### config.mk
export PLATFORM = sky130hd
export DESIGN_NAME = addf_serial_seq
export DESIGN_NICKNAME = d
export VERILOG_FILES = /design/src/rtl/addf_serial_seq.sv
export SDC_FILE = /design/constraint.sdc
export NUM_CORES = 1
export LEC_CHECK = 0
export BUFFER_PORTS_ARGS = -buffer_cell sky130_fd_sc_hd__buf_2
export CAP_MARGIN = 20
export CORE_MARGIN = 5
export CORE_UTILIZATION = 44
export CTS_CLUSTER_DIAMETER = 40
export DETAILED_ROUTE_END_ITERATION = 10
export GPL_ROUTABILITY_DRIVEN = 0
export PLACE_DENSITY_LB_ADDON = 0.15
export SYNTH_ARGS = -nofsm -noshare
export SYNTH_HDL_FRONTEND = slang
export SYNTH_SLANG_ARGS = --single-unit
### constraint.sdc
create_clock -name CLK -period 2.27 [get_ports CLK]
set_input_delay 0.454 -clock CLK [delete_from_list [all_inputs] [get_ports CLK]]
set_output_delay 0.454 -clock CLK [all_outputs]
set_load 0.005 [all_outputs]
### src/rtl/addf_serial_seq.sv
// Bit-serial add/subtract sequencer: one full-adder cell plus a carry flop.
// Operands are accepted over a valid/ready handshake, processed LSB-first at one
// bit per clock, and the sum, carry-out and signed overflow are returned over a
// second valid/ready handshake.
module addf_serial_seq #(
    parameter int unsigned WIDTH = 8
) (
    input  logic             CLK,
    input  logic             RST,
    input  logic             IN_VALID,
    output logic             IN_READY,
    input  logic [WIDTH-1:0] A,
    input  logic [WIDTH-1:0] B,
    input  logic             CI,
    input  logic             SUB,
    output logic             OUT_VALID,
    input  logic             OUT_READY,
    output logic [WIDTH-1:0] SUM,
    output logic             CO,
    output logic             OVF,
    output logic             BUSY
);

    localparam int unsigned CntW = (WIDTH > 1) ? $clog2(WIDTH) : 1;
    localparam logic [CntW-1:0] CntLast = CntW'(WIDTH - 1);

    typedef enum logic [1:0] {
        StIdle = 2'd0,
        StRun  = 2'd1,
        StDone = 2'd2
    } state_e;

    state_e          r_state;
    state_e          w_state_next;
    logic [WIDTH-1:0] r_a_sh;
    logic [WIDTH-1:0] r_b_sh;
    logic [WIDTH-1:0] r_sum_sh;
    logic            r_carry;
    logic            r_cin_msb;
    logic [CntW-1:0] r_cnt;

    logic w_load;
    logic w_last;
    logic w_s;
    logic w_co;

    // The single full-adder cell shared by every bit position.
    assign w_s  = r_a_sh[0] ^ r_b_sh[0] ^ r_carry;
    assign w_co = (r_a_sh[0] & r_b_sh[0]) | (r_a_sh[0] & r_carry) | (r_b_sh[0] & r_carry);

    assign w_load = (r_state == StIdle) & IN_VALID & ~RST;
    assign w_last = (r_state == StRun) & (r_cnt == CntLast);

    // State register.
    always_ff @(posedge CLK) begin
        if (RST) begin
            r_state <= StIdle;
        end else begin
            r_state <= w_state_next;
        end
    end

    // Next-state decode and state-derived outputs.
    always_comb begin
        w_state_next = r_state;
        IN_READY     = 1'b0;
        OUT_VALID    = 1'b0;
        BUSY         = 1'b0;
        SUM          = '0;
        CO           = 1'b0;
        OVF          = 1'b0;
        unique case (r_state)
            StIdle: begin
                IN_READY = ~RST;
                if (w_load) begin
                    w_state_next = StRun;
                end
            end
            StRun: begin
                BUSY = 1'b1;
                if (w_last) begin
                    w_state_next = StDone;
                end
            end
            StDone: begin
                BUSY      = 1'b1;
                OUT_VALID = 1'b1;
                SUM       = r_sum_sh;
                CO        = r_carry;
                // Overflow when the carry into the MSB differs from the carry out of it.
                OVF       = r_cin_msb ^ r_carry;
                if (OUT_READY) begin
                    w_state_next = StIdle;
                end
            end
            default: begin
                w_state_next = StIdle;
            end
        endcase
    end

    // Operand load on the input handshake, then one bit per clock while running.
    always_ff @(posedge CLK) begin
        if (RST) begin
            r_a_sh    <= '0;
            r_b_sh    <= '0;
            r_sum_sh  <= '0;
            r_carry   <= 1'b0;
            r_cin_msb <= 1'b0;
            r_cnt     <= '0;
        end else if (w_load) begin
            // Subtraction is A + ~B + ~borrow_in.
            r_a_sh  <= A;
            r_b_sh  <= SUB ? ~B : B;
            r_carry <= CI ^ SUB;
            r_cnt   <= '0;
        end else if (r_state == StRun) begin
            r_sum_sh <= {w_s, r_sum_sh[WIDTH-1:1]};
            r_carry  <= w_co;
            r_a_sh   <= {1'b0, r_a_sh[WIDTH-1:1]};
            r_b_sh   <= {1'b0, r_b_sh[WIDTH-1:1]};
            r_cnt    <= r_cnt + 1'b1;
            if (w_last) begin
                r_cin_msb <= r_carry;
            end
        end
    end

endmodule

# Yosys cells after proc, flatten, opt, wreduce, memory -nomap -nowiden
# Index checks and enable logic that the tools add are counted.
# totals
register_bits	31
latchBits	0
mem_bits_rw	0
romBits	0
output_inout_bits	13
mem_count	0
# classes
n_addsub	1
mul	0
div_mod_pow	0
n_lt_le_gt_ge	0
eq_ne	6
shifts	0
n_mux	17
bitwise_logic	15
reduce_logical	7
# op_table
operator	n
$mux W8	6
$not A8 Y8	1
$mux W1	7
$and A1 B1 Y1	6
$mux W2	3
$ne A2 B2 Y1 const B	3
$pmux W2 S3	1
$reduce_and A3 Y1	2
$reduce_or A2 Y1	2
$xor A1 B1 Y1	4
$add A3 B1 Y3 const B	1
$eq A3 B3 Y1 const B	1
$eq A2 B1 Y1 const B	1
$eq A2 B2 Y1 const B	1
$logic_not A2 Y1	1
$not A1 Y1	2
$or A1 B1 Y1	2
$reduce_and A2 Y1	1
$reduce_bool A2 Y1	1

# Longest topological paths before layout
# logic_depth
word_depth	5
ltp_mapped	7
mapped_depth_nobuf	5

# Worst setup path before layout
# Ideal clock, no wire load.
# synth_path
path_kind	register to output
from	register r_state[0]
to	output port CO
arrival_ps	931
required_time_ps	1816
path_slack_ps	885
path_stages_with_launch	5
cell_sequence	dfxtp_1 -> inv_1 -> ha_1 -> clkbuf_1 -> and2_1
# synth_between
elab_chain_cells	2
# synth_lines
item	line_no	text
from (decl)	33	state_e r_state;
from (signal assigned)	57	r_state <= StIdle;
from (signal assigned)	59	r_state <= w_state_next;
$eq A2 B2 Y1	72	unique case (r_state)
$mux W1	72	
to (decl)	19	output logic CO,
# No other way between the ends.

# Final worst setup path
# layout_path
from	register r_state[0]
to	output port SUM[6]
# layout_between
elab_chain_cells	2
# layout_lines
item	line_no	text
$eq A2 B2 Y1	72	
$mux W8	72	
to (decl)	18	output logic [WIDTH-1:0] SUM,
# No other way between the ends.

==> summary.md <==
The die extent in y came out at 69.6 µm. Type of the most critical hold path: in2reg. The tools report the endpoint of the worst setup timing path as SUM[6]. Based on the critical path, the design can be clocked at up to 0.531 GHz. Leading cell type in the layout, fill and taps excluded: sky130_fd_sc_hd__buf_2.

In this run the critical register-to-register path is captured at r_b_sh[1]. The run gives 3000 µm as the post-detailed-routing wire length. The type of the worst setup path was reg2out. In the routed design, unresolved DRC markers number 0. The tools report the remaining antenna violation count as 0. The starting density of the core was 46.1%.

The clock tree buffer depth is 2. The library cells used most frequently in the layout, excluding fill and tap cells, are 34 x sky130_fd_sc_hd__buf_2, 31 x sky130_fd_sc_hd__dfxtp_1, 26 x sky130_fd_sc_hd__mux2i_1. The horizontal extent of the die is 69.6 µm, and the clock-pin slew reported for the worst setup and hold paths after clock tree synthesis is 0.10 ns. The run gives 21 as the floorplan row count. The tool flagged a number of max-cap violations equal to 0. By area, the combinational part of the netlist is dominated by multiplexers. In the final layout, the multi-input gates occupy 835 µm². The logs give 39.7% for the register area share after synthesis and 238 for the number of non-filler instances in the completed layout.

Counting flops and latches in the post-synthesis netlist gives 31. In the synthesized netlist, mux cells make up 16.6% of the area. The worst-case IR drop observed on VDD is 0.000382 V.

The synthesized netlist devotes 9.92% of its cell area to compound gates. Averaged over all synthesized cells, the footprint is 9.71 µm². The routed layout has 1,181 vias. In this run the cell area of the synthesized design comes to 1560 µm². Summing the areas of all and, or, nand and nor instances in the mapped netlist gives 15.2% of the synthesized area.

In this run the static leakage power is 0.774 nW. Dividing the detail-routed via count by the number of cells gives 4.96. For this run, the post-layout net count is 219.

The iteration count of the initial detailed-routing pass is 4, and the fraction of the mapped netlist area in adder cells is 5.28%. The launch point of the worst reg-to-reg path was r_state[0]. The part of the cycle the worst path needs came out at 83.0%. The number of top-level pins came out at 35. For the worst setup path, the data arrival time is 1.43 ns.

The violation count after the first detailed-routing iteration came out at 21. The highest net fanout along the worst path is 12. Setup repair after global routing left no endpoint under its margin.

Summed over all failing endpoints, the final setup total negative slack is 0 ns. Registers take 621 µm². The number of buffers created by CTS was 5. The logs give 0 for the post-CTS setup repair buffer count and 0 for the initial antenna violation count. The H-tree was split into 2 levels. Global routing used 13.2% of the available tracks.

For the cts-stage hold buffer count, the log shows 0. After legalization and detailed placement, the total HPWL measured 2110 µm. The repair_antennas step left the layout with diodes totalling 0.

The run gives 0 as the total overflow reported by the global router. Subtracting the final worst setup slack from the clock period gives 1.88 ns. The worst pin sits at a relative slew slack of 63.5%. The area growth from synthesis to layout is 15.6%. The run gives 189 as the net count after synthesis. The cell count of the worst reg-to-reg path was 5. The tree is rooted in a sky130_fd_sc_hd__clkbuf_4.

The first global-routing pass estimated 5200 µm of wire. The via count of the first global-routing pass was 1,214; the Yosys warning count was 0. The worst clock skew was 0.00834 ns. The floorplan step defined a die boundary enclosing 4850 µm².

In this run, placement finished with an instance count of 230. The flow ran to the end, and the final reports show no timing, DRC or antenna violations. Transition at the pin with the smallest max-transition slack: 0.545 ns. In this run the standard cell core region covers 3390 µm². The worst setup path is captured at a primary output.

The share of the synthesized netlist area taken by xor and xnor gates was 6.16%. The run gives 0.72 ns as the minimum setup slack among reg-to-reg paths. For the number of hold violations in the final report, the log shows 0.

The logs give 0 for the max-slew violation count and 1810 µm² for the area of all placed cells without fillers. TritonCTS built the clock tree. The data required time of the worst path was 1.82 ns. Synthesis handed over a netlist of 161 instances.

The tools report the timing startpoint of the critical path as r_state[0]. Setup violations remaining at the end of the flow were counted as 0. Entering global routing, the biggest net connects 34 pins. The number of sinks on the clock net was 31; the area after detailed placement was 1720 µm². The worst setup path is launched from a register. Fill cells in the final layout number 343. The final worst hold slack was 0.353 ns; the clock latency at the later pin of the worst-skew pair was 0.34 ns.

The post-cts repair resize count was 0; the layout cell share with drive strength beyond 1 was 24.0%. The startpoint identified for the worst hold timing path is A[7]. The power density over the cells was 799 nW/µm²; the average wire length per cell after detail routing was 12.6 µm. During placement, the flow inserted port buffers numbering 34. In this run, distinct cell masters in the synthesized netlist total 26.
==> sequential cells by signal, indices dropped and copies added (netlist names) <==
signal / flops
r_carry: 1
r_sum_sh: 8
r_b_sh: 8
r_cin_msb: 1
r_cnt: 3
r_a_sh: 8
r_state: 2
==> area by class of cell <==
cell class,instances,share of cell area (%)
clock buffers,6,2.84
clock inverters,2,1.94
inverters,3,0.623
multi-input cells,114,46.2
flip-flops and latches,31,34.3
well taps,46,3.18
repair buffers,36,10.9
==> how the worst min path moves through the flow <==
stage | endpoint | cells after the start
floorplan | r_sum_sh[0] | 2
global placement | r_sum_sh[0] | 2
detailed placement | r_b_sh[7] | 2
CTS | r_a_sh[7] | 3
global route | r_a_sh[7] | 3
finish | r_a_sh[7] | 3
==> power by group <==
group | switching [W] | leakage [nW] | internal [W]
logic | 0.000184 | 0.472 | 0.000162
clock network | 0.000195 | 0.0482 | 0.000260
registers | 0.0000394 | 0.254 | 0.000604
total | 0.000418 | 0.774 | 0.00103
==> through the flow <==
step / power, W / util (%) / setup slack [ns]
final: 0.00145 / 53.3 / 0.387
after CTS: 0.00146 / 53.3 / 0.368
after global placement: 0.000991 / 50.8 / 0.806
after floorplan: 0.000951 / - / 0.885
after detailed placement: 0.00101 / 50.8 / 0.724
after global routing: 0.00153 / 53.3 / 0.267
==> cells in the mapped netlist (all sizes together) <==
master / instances / area, µm²
fa: 1 / 20.0
nor3: 3 / 15.0
nor2: 24 / 90.1
clkbuf: 5 / 18.8
a31oi: 1 / 6.26
a211oi: 15 / 113
a21oi: 3 / 15.0
and2: 11 / 68.8
ha: 5 / 62.6
dfxtp: 31 / 621
xor2: 10 / 87.6
buf: 8 / 81.3
nand2: 4 / 17.5
o211ai: 1 / 7.51
o21ai: 1 / 5.00
xnor2: 1 / 8.76
nand4: 1 / 6.26
mux2i: 26 / 260
nand2b: 4 / 25.0
a311oi: 1 / 8.76
nand3b: 2 / 15.0
inv: 3 / 11.3
==> logic make-up (layout without fill, tap and decap cells) <==
family	after synthesis	count (layout)
AND/OR/NAND/NOR	49	49
AO/OA/AOI/OAI	22	22
multiplexers	26	26
XOR/XNOR	11	11
buffers and inverters	16	47
adder cells (fa/ha/maj)	6	6
flip-flops	31	31
==> critical path, stage by stage (launching register included) <==
cell	delay, ns
sky130_fd_sc_hd__dfxtp_1	0.38
sky130_fd_sc_hd__inv_1	0.08
sky130_fd_sc_hd__ha_1	0.30
sky130_fd_sc_hd__and2_1	0.20
sky130_fd_sc_hd__buf_2	0.13
==> per-layer routing <==
| metal | vias up | routed length [µm] | GRT usage (%) |
|---|---|---|---|
| met2 | 31 | 1390 | 22.7 |
| met3 | 7 | 219 | 4.78 |
| met4 | 0 | 53 | 7.02 |
| met5 | - | 0 | 0 |
| met1 | 530 | 1340 | 13.9 |
| li1 | 613 | - | - |
Power figures use the tool's default switching activity.
